[src/rtl/mem_c_collect_if.sv]
// Purpose : bundle of handshake/data signals between a systolic array tile
//           collector (slave) and whoever feeds it and reads it back (master).
// Ports   : start/Cin/rd_en/Crow into the collector; busy/done/Cout/rd_valid out.
interface mem_c_collect_if #(
  parameter int BITS_C = 16,
  parameter int DIM    = 8
);
  localparam int CW = (DIM > 1) ? $clog2(DIM) : 1;

  logic                     start;
  logic signed [BITS_C-1:0] Cin [DIM];
  logic                     busy;
  logic                     done;
  logic                     rd_en;
  logic [CW-1:0]            Crow;
  logic signed [BITS_C-1:0] Cout [DIM];
  logic                     rd_valid;

  modport master (
    output start, Cin, rd_en, Crow,
    input  busy, done, Cout, rd_valid
  );

  modport slave (
    input  start, Cin, rd_en, Crow,
    output busy, done, Cout, rd_valid
  );
endinterface

[src/rtl/mem_c_collect.sv]
// Purpose : captures the skewed column outputs of a DIM x DIM systolic array
//           into a de-skewed tile, then serves it back one row per read.
// Latency : capture window 2*DIM-1 cycles after the start edge; row reads 1 cycle.
// Flow    : no backpressure; start is ignored mid-capture, reads are accepted
//           every cycle in READY only, and start wins over a same-cycle read.
// Ports   : clk, rst (async, active-high); bus = mem_c_collect_if.slave
//           (start, Cin[DIM], busy, done, rd_en, Crow, Cout[DIM], rd_valid).
// Config  : MEMC_ACCUM_EN defined -> captured values are saturating-added to
//           the held tile (tiled accumulation); undefined -> plain overwrite.
module mem_c_collect #(
  parameter int BITS_C = 16,
  parameter int DIM    = 8
) (
  input logic           clk,
  input logic           rst,
  mem_c_collect_if.slave bus
);
  localparam int CW = (DIM > 1) ? $clog2(DIM) : 1;
  localparam int KW = (DIM > 1) ? $clog2(2*DIM-1) : 1;
  localparam logic [KW-1:0] K_LAST = KW'(2*DIM-2);

  typedef enum logic [1:0] {
    S_IDLE    = 2'd0,
    S_CAPTURE = 2'd1,
    S_READY   = 2'd2
  } state_t;

  state_t                   r_state;
  state_t                   w_state_nxt;
  logic [KW-1:0]            r_k;
  logic signed [BITS_C-1:0] r_mem  [DIM][DIM];   // [row][col]
  logic signed [BITS_C-1:0] r_cout [DIM];
  logic                     r_rd_valid;

  logic                     w_lane_en  [DIM];
  logic [CW-1:0]            w_lane_row [DIM];
  logic signed [BITS_C-1:0] w_wr       [DIM];
  logic                     w_rd_accept;

`ifdef MEMC_ACCUM_EN
  localparam logic signed [BITS_C-1:0] SAT_MAX = {1'b0, {(BITS_C-1){1'b1}}};
  localparam logic signed [BITS_C-1:0] SAT_MIN = {1'b1, {(BITS_C-1){1'b0}}};
  logic signed [BITS_C:0]   w_sum [DIM];
`endif

  // ---------------- FSM ----------------
  always_ff @(posedge clk or posedge rst) begin
    if (rst) r_state <= S_IDLE;
    else     r_state <= w_state_nxt;
  end

  always_comb begin
    w_state_nxt = r_state;
    case (r_state)
      S_IDLE:    if (bus.start)      w_state_nxt = S_CAPTURE;
      S_CAPTURE: if (r_k == K_LAST)  w_state_nxt = S_READY;
      S_READY:   if (bus.start)      w_state_nxt = S_CAPTURE;
      default:                       w_state_nxt = S_IDLE;
    endcase
  end

  // Start takes precedence over a read issued in the same READY cycle.
  assign w_rd_accept = (r_state == S_READY) && bus.rd_en && !bus.start;

  // ---------------- lane de-skew ----------------
  // Column j lags column 0 by j cycles, so at counter k lane j carries row k-j.
  always_comb begin
    for (int j = 0; j < DIM; j++) begin
      w_lane_en[j]  = 1'b0;
      w_lane_row[j] = '0;
      w_wr[j]       = bus.Cin[j];
      if (r_state == S_CAPTURE && int'(r_k) >= j && int'(r_k) - j < DIM) begin
        w_lane_en[j]  = 1'b1;
        w_lane_row[j] = CW'(int'(r_k) - j);
      end
`ifdef MEMC_ACCUM_EN
      // One extra bit catches overflow; differing top bits mean saturate.
      w_sum[j] = {r_mem[w_lane_row[j]][j][BITS_C-1], r_mem[w_lane_row[j]][j]}
               + {bus.Cin[j][BITS_C-1], bus.Cin[j]};
      if (w_sum[j][BITS_C] != w_sum[j][BITS_C-1])
        w_wr[j] = w_sum[j][BITS_C] ? SAT_MIN : SAT_MAX;
      else
        w_wr[j] = w_sum[j][BITS_C-1:0];
`endif
    end
  end

  // ---------------- datapath ----------------
  always_ff @(posedge clk or posedge rst) begin
    if (rst) begin
      r_k        <= '0;
      r_rd_valid <= 1'b0;
      for (int r = 0; r < DIM; r++)
        for (int c = 0; c < DIM; c++)
          r_mem[r][c] <= '0;
      for (int j = 0; j < DIM; j++)
        r_cout[j] <= '0;
    end else begin
      // Counter sits at 0 outside CAPTURE, so a new window always starts at k=0.
      if (r_state == S_CAPTURE)
        r_k <= (r_k == K_LAST) ? '0 : r_k + 1'b1;
      else
        r_k <= '0;

      for (int j = 0; j < DIM; j++)
        if (w_lane_en[j])
          r_mem[w_lane_row[j]][j] <= w_wr[j];

      r_rd_valid <= w_rd_accept;
      if (w_rd_accept) begin
        for (int j = 0; j < DIM; j++)
          r_cout[j] <= (int'(bus.Crow) < DIM) ? r_mem[bus.Crow][j] : '0;
      end
    end
  end

  assign bus.busy     = (r_state == S_CAPTURE);
  assign bus.done     = (r_state == S_READY);
  assign bus.rd_valid = r_rd_valid;
  assign bus.Cout     = r_cout;

endmodule

[src/flat_wrapper.sv]
// flat-port wrapper written by rule: the top's interface ports become plain ports
module mem_c_collect_flat 
#(
  parameter int BITS_C = 16,
  parameter int DIM    = 8
)
  (clk, rst, bus_start, bus_Cin, bus_rd_en, bus_Crow, bus_busy, bus_done, bus_Cout, bus_rd_valid);
  mem_c_collect_if #(.BITS_C(BITS_C), .DIM(DIM)) bus_i ();
  input logic clk;
  input logic rst;
  input wire logic [$bits(bus_i.start)-1:0] bus_start;
  input wire logic [$bits(bus_i.Cin)-1:0] bus_Cin;
  input wire logic [$bits(bus_i.rd_en)-1:0] bus_rd_en;
  input wire logic [$bits(bus_i.Crow)-1:0] bus_Crow;
  output wire logic [$bits(bus_i.busy)-1:0] bus_busy;
  output wire logic [$bits(bus_i.done)-1:0] bus_done;
  output wire logic [$bits(bus_i.Cout)-1:0] bus_Cout;
  output wire logic [$bits(bus_i.rd_valid)-1:0] bus_rd_valid;
  assign bus_i.start = bus_start;
  assign bus_i.Cin = {>>{bus_Cin}};
  assign bus_i.rd_en = bus_rd_en;
  assign bus_i.Crow = bus_Crow;
  assign bus_busy = bus_i.busy;
  assign bus_done = bus_i.done;
  assign bus_Cout = {>>{bus_i.Cout}};
  assign bus_rd_valid = bus_i.rd_valid;
  mem_c_collect #(.BITS_C(BITS_C), .DIM(DIM)) u_core (.clk(clk), .rst(rst), .bus(bus_i));
endmodule
[config.mk]
export PLATFORM = sky130hd
export DESIGN_NAME = mem_c_collect_flat
export DESIGN_NICKNAME = d
export VERILOG_FILES = /design/src/rtl/mem_c_collect_if.sv /design/src/rtl/mem_c_collect.sv /design/src/flat_wrapper.sv
export SDC_FILE = /design/constraint.sdc
export NUM_CORES = 2
export LEC_CHECK = 0
export ABC_CLOCK_PERIOD_IN_PS = 70400
export CAP_MARGIN = 25
export CORE_AREA = 2 2 283 285
export DETAILED_ROUTE_END_ITERATION = 10
export DIE_AREA = 0 0 285 287
export PLACE_DENSITY = 0.84
export SYNTH_ARGS = -nofsm -noshare
export SYNTH_HDL_FRONTEND = slang
export SYNTH_SLANG_ARGS = --single-unit
[constraint.sdc]
create_clock -name clk -period 70.4 [get_ports clk]
set_input_delay 14.08 -clock clk [delete_from_list [all_inputs] [get_ports clk]]
set_output_delay 14.08 -clock clk [all_outputs]
set_load 0.05 [all_outputs]
# Word-level counts from Yosys, hierarchy flattened
# Cells that the tools add are included.
[op_classes]
n_addsub = 8
order_cmp = 32
n_eq_ne = 5
n_mux = 56
bitwise = 9
n_reduce_logical = 29
[op_table]
columns = ["op", "count"]
rows = [
  ["1024-bit bitwise mux", 8],
  ["1024-bit 2-to-1 mux", 8],
  ["128-bit demux with 3-bit select", 8],
  ["128-bit binary-select mux with 3-bit select", 1],
  ["128-bit 2-to-1 mux", 3],
  ["32-bit by 5-bit < comparator with 1-bit output (second input constant)", 7],
  ["112-bit 2-to-1 mux", 1],
  ["96-bit 2-to-1 mux", 1],
  ["80-bit 2-to-1 mux", 1],
  ["64-bit 2-to-1 mux", 1],
  ["48-bit 2-to-1 mux", 1],
  ["4-bit greater-or-equal comparator (second input constant)", 9],
  ["3-bit inverter with 4-bit output", 9],
  ["4-bit by 1-bit < comparator with 1-bit output (second input constant)", 8],
  ["32-bit 2-to-1 mux", 1],
  ["1-bit logical AND", 25],
  ["3-bit 2-to-1 mux", 8],
  ["4-bit by 3-bit subtractor with 5-bit output (second input constant)", 4],
  ["4-bit by 3-bit greater-or-equal comparator with 1-bit output (second input constant)", 4],
  ["16-bit 2-to-1 mux", 1],
  ["4-bit by 2-bit subtractor with 5-bit output (second input constant)", 2],
  ["4-bit by 2-bit greater-or-equal comparator with 1-bit output (second input constant)", 2],
  ["1-bit 2-to-1 mux", 8],
  ["4-bit 2-to-1 mux", 2],
  ["other kinds (14)", 16],
]
[totals]
register_bits = 1159
inputBits = 135

# Logic depth before layout (Yosys ltp)
[depth]
ltp_word = 24
depth_mapped = 12

# Least setup slack after synthesis
# Ideal clock, no wire load.
[synth_path]
kind = "input -> register"
from = "input port bus_Crow[0]"
to = "register u_core.r_cout, in the netlist u_core.bus.Cout[0]"
t_arrival_ns = 15.556
t_required_ns = 70.263
setup_slack_ns = 54.707
path_stages = 7
path_buffers = 4
cell_sequence = "clkbuf_1 buf_2 buf_2 buf_1 mux4_2 mux2i_1 a21oi_1"
[synth_via]
elab_chain_len = 4
[synth_rtl]
columns = ["item", "line", "source"]
rows = [
  ["start, declared", "flat_wrapper.sv:14", "input wire logic [$bits(bus_i.Crow)-1:0] bus_Crow;"],
  ["3-bit inverter with 4-bit output (not written as such)", "mem_c_collect.sv:112", "r_cout[j] <= (int'(bus.Crow) < DIM) ? r_mem[bus.Crow][j] : '0;"],
  ["128-bit binary-select mux with 3-bit select", "mem_c_collect.sv:112", ""],
  ["128-bit 2-to-1 mux (2 in series)", "-", ""],
  ["end signal, assigned by index", "mem_c_collect.sv:112", ""],
  ["end, declared", "mem_c_collect.sv:32", "logic signed [BITS_C-1:0] r_cout [DIM];"],
]
# Every way passes these cells. The select of a mux whose other input is x is not followed.
# A chain may end at the register's enable or synchronous reset.

==> summary.md <==
| Metric | Value |
|---|---|
| Status | `finished clean` |
| Post-CTS Hold Buffers | `0` |
| Initial antenna violation count | `20` |
| Via count of the first global-routing pass | `32680` |
| Fill count | `4684` |
| Post-synth cell types | `57` |
| Post-Syn Area | `0.05079 sq mm` |
| Critical path arrival | `18.56 ns` |
| Total number of yosys warnings | `0` |
| Setup bufs post-CTS | `0` |
| Dominant cells by area after synthesis | `dfrtp_1 57%, mux2_2 20%, mux4_2 11%` |
| FF+latch count, synth | `1159` |
| Critical path type | `input port to asynchronous set/reset pin` |
| Worst vdd ir | `0.00002665 V` |
| P_leak | `24.85 nW` |
| Routed vias/inst | `6.299` |
| Synth Area per Inst | `15.52 sq um` |
| Vias | `29350` |
| H-tree Lvls | `3` |
| Share of layout cells above drive strength 1 | `40.13%` |
| Top-area cell type share of the netlist area | `57.10%` |
| Seq/Total Area, Yosys | `57.10%` |
| DR WL/cell | `25.31 um` |
| Clk_skew | `0.02394 ns` |
| Row count | `103` |
| Starting density of the core | `64.61%` |
| TNS Setup | `0 ns` |
| Io pins | `266` |
| I/O Buffers | `265` |
| GRT overflow | `0` |
| CTS Buf Count | `115` |
| Max-cap violations | `0` |
| Dominant cell type by area after synthesis | `dfrtp_1` |
| GP Congestion | `0.7887` |
| Footprint of the multi-input gates | `0.02083 sq mm` |
| DIE AREA | `0.08180 sq mm` |
| Core Area | `0.07861 sq mm` |
| R2R Path End | `u_core.r_mem[385]$_DFFE_PP0P_` |
| Post-Synth Simple-Gate Area | `3.141%` |
| Mux cell area share after synthesis | `35.01%` |
| Ys async rst share | `100.0%` |
| Height of the die | `287 um` |
| Xor-xnor portion of the synthesized cell area | `0.1010%` |
| First-pass GRT wire length | `186.4 mm` |
| Post-synth EDFFs | `0` |
| Synth top cells by count | `1159 x dfrtp_1, 894 x mux2_2, 256 x mux4_2` |
| Post-CTS sizing | `0` |
| Total global-route track usage | `29.44%` |
| Register area | `0.02900 sq mm` |
| Most common cell in the netlist | `dfrtp_1` |
| Crit path launch | `rst` |
| # nets final | `3662` |
| Ys flop type | `dfrtp_1` |
| Period utilisation layout | `25.32%` |
| Drt pass-1 iters | `5` |
| RSZ-0062 raised after global routing | `false` |
| Skew-Pair Late Insertion Delay | `0.68 ns` |
| Final setup vio count | `0` |
| Area share of fa/ha/maj cells after synthesis | `0.2956%` |
| Worst slew pin tran | `1.083 ns` |
| Post-layout minimum cycle time | `17.83 ns` |
| Antenna Nets Post-Route | `0` |
| Post-synthesis compound-gate area fraction | `2.355%` |
| Relative slew margins | `27.55%` |
| Reg2reg start | `u_core.r_k[2]$_DFF_PP0_` |
| Crit Path Max Fanout | `124` |
| Critical Path RT | `71.13 ns` |
| Max-slew violations | `0` |
| Largest family of logic cells by synthesized area | `multiplexers` |
| DP HPWL | `71.84 mm` |
| Clk sinks | `1159` |
| Final Instance Count excl. Fillers | `4660` |
| CTS tree | `done` |
| Synth Instances | `3272` |
| Crit start category | `input port` |
| Largest net degree at the start of global routing | `166` |
| Maximum buffer depth of the clock tree | `3` |
| P&R area growth vs syn | `14.80%` |
| CP endpoint | `u_core.r_mem[217]$_DFFE_PP0P_` |
| Initial drt markers | `1853` |
| Clock-pin slew on the worst setup and hold paths | `0.06 ns` |
| Max Clk Rate | `0.05609 GHz` |
| Die W | `285 um` |
| CTS root buffer | `clkbuf_16` |
| Hold Crit Class | `flop to flop` |
| Critical Path Sink Type | `asynchronous set/reset pin` |
| Post-Syn Nets | `3419` |
| DRC viols | `0` |
| DRT Wirelength | `118.0 mm` |
| R2R cell count | `7` |
| Placed cells | `4439` |
| R2R Setup Slk | `66.49 ns` |
| Final hold viol count | `0` |
| Pwr per Cell Area | `44.92 mW/mm^2` |
[through the flow]
stage	hold WS (ns)	power, mW	area (sq um)	util, %	setup WS (ns)
global route	0.4897	2.750	58310	74.17	51.84
global placement	0.4568	1.925	54190	68.93	51.94
CTS	0.4790	2.622	58050	73.85	52.40
floorplan	0.4446	1.785	50800	-	23.68
finish	0.4774	2.619	58310	74.17	52.57
detailed placement	0.4663	2.015	54340	69.12	51.67
[layout by cell type (no fill, tap or decap), types with 4 or more instances in the layout]
| cell type | instances |
|---|---|
| a21oi_1 | 130 |
| buf_12 | 4 |
| buf_16 | 9 |
| buf_4 | 42 |
| buf_8 | 7 |
| bufinv_16 | 4 |
| clkbuf_1 | 34 |
| clkbuf_16 | 119 |
| clkbuf_8 | 29 |
| clkdlybuf4s50_1 | 262 |
| clkinv_2 | 14 |
| clkinvlp_4 | 4 |
| dfrtp_1 | 1159 |
| diode_2 | 9 |
| ha_1 | 12 |
| inv_1 | 4 |
| mux2_1 | 46 |
| mux2_2 | 894 |
| mux2_4 | 10 |
| mux2i_1 | 128 |
| mux4_2 | 256 |
| nand2_1 | 110 |
| nand2_2 | 8 |
| nand3_1 | 7 |
| nand3_2 | 9 |
| nand3_4 | 4 |
| nor2_1 | 145 |
| nor2b_1 | 7 |
| nor3_1 | 4 |
| nor3_4 | 6 |
| nor4_4 | 4 |
| o21ai_0 | 76 |
[critical path: stages]
cell             delay [ns]
clkdlybuf4s50_1        0.49
inv_8                  0.59
buf_4                  0.80
buf_4                  0.86
buf_4                  0.83
buf_4                  0.70
[kinds of logic after synthesis]
family                     Yosys count
buffers and inverters              208
muxes                             1334
adders and majority gates           12
and+or+nand+nor                    329
AOI/OAI and AO/OA                  225
DFF                               1159
xor gates and xnor gates             5
[where the power goes]
part           internal, mW  switching (mW)  total, mW
clock                 0.352           0.249      0.601
combinational         0.490           0.385      0.875
sequential            0.979           0.164       1.14
total                  1.82           0.798       2.62
[sequential cells by signal, summed over array words and instances, names as in the netlist]
register	cells
u_core.bus.rd_valid	1
u_core.r_state	2
u_core.r_mem	1024
u_core.r_k	4
u_core.bus.Cout	128
[cell type report]
type	count	area share, %
multi-input combinational	1905	35.72
clock inverter	22	0.3841
timing repair buffer	325	5.804
antenna	9	0.03862
clock buffer	181	5.987
inverter	9	0.07296
tap	1050	2.253
sequential	1159	49.74
[how the worst min path moves through the flow]
| stage | startpoint | end | slack, ns | depth (start not counted) |
|---|---|---|---|---|
| after floorplan | u_core.r_mem[128]$_DFFE_PP0P_ | u_core.r_mem[128]$_DFFE_PP0P_ | 0.44 | 2 |
| after global placement | u_core.r_mem[385]$_DFFE_PP0P_ | u_core.r_mem[385]$_DFFE_PP0P_ | 0.46 | 2 |
| after detailed placement | u_core.r_mem[135]$_DFFE_PP0P_ | u_core.r_mem[135]$_DFFE_PP0P_ | 0.47 | 2 |
| after CTS | u_core.r_mem[135]$_DFFE_PP0P_ | u_core.r_mem[135]$_DFFE_PP0P_ | 0.48 | 2 |
| after global routing | u_core.r_mem[138]$_DFFE_PP0P_ | u_core.r_mem[138]$_DFFE_PP0P_ | 0.49 | 2 |
| final | u_core.r_mem[135]$_DFFE_PP0P_ | u_core.r_mem[135]$_DFFE_PP0P_ | 0.48 | 2 |
[routing by layer]
layer	global-route usage [%]	wire length [um]	up-vias	part of all wire, %
met3	5.341	6521	182	5.5
met4	8.704	2528	24	2.1
met5	0	144	-	0.12
met2	50.81	60930	759	52
met1	38.64	47830	15840	41
li1	-	-	12550	-
No activity file was read; power rests on OpenSTA's default activity.
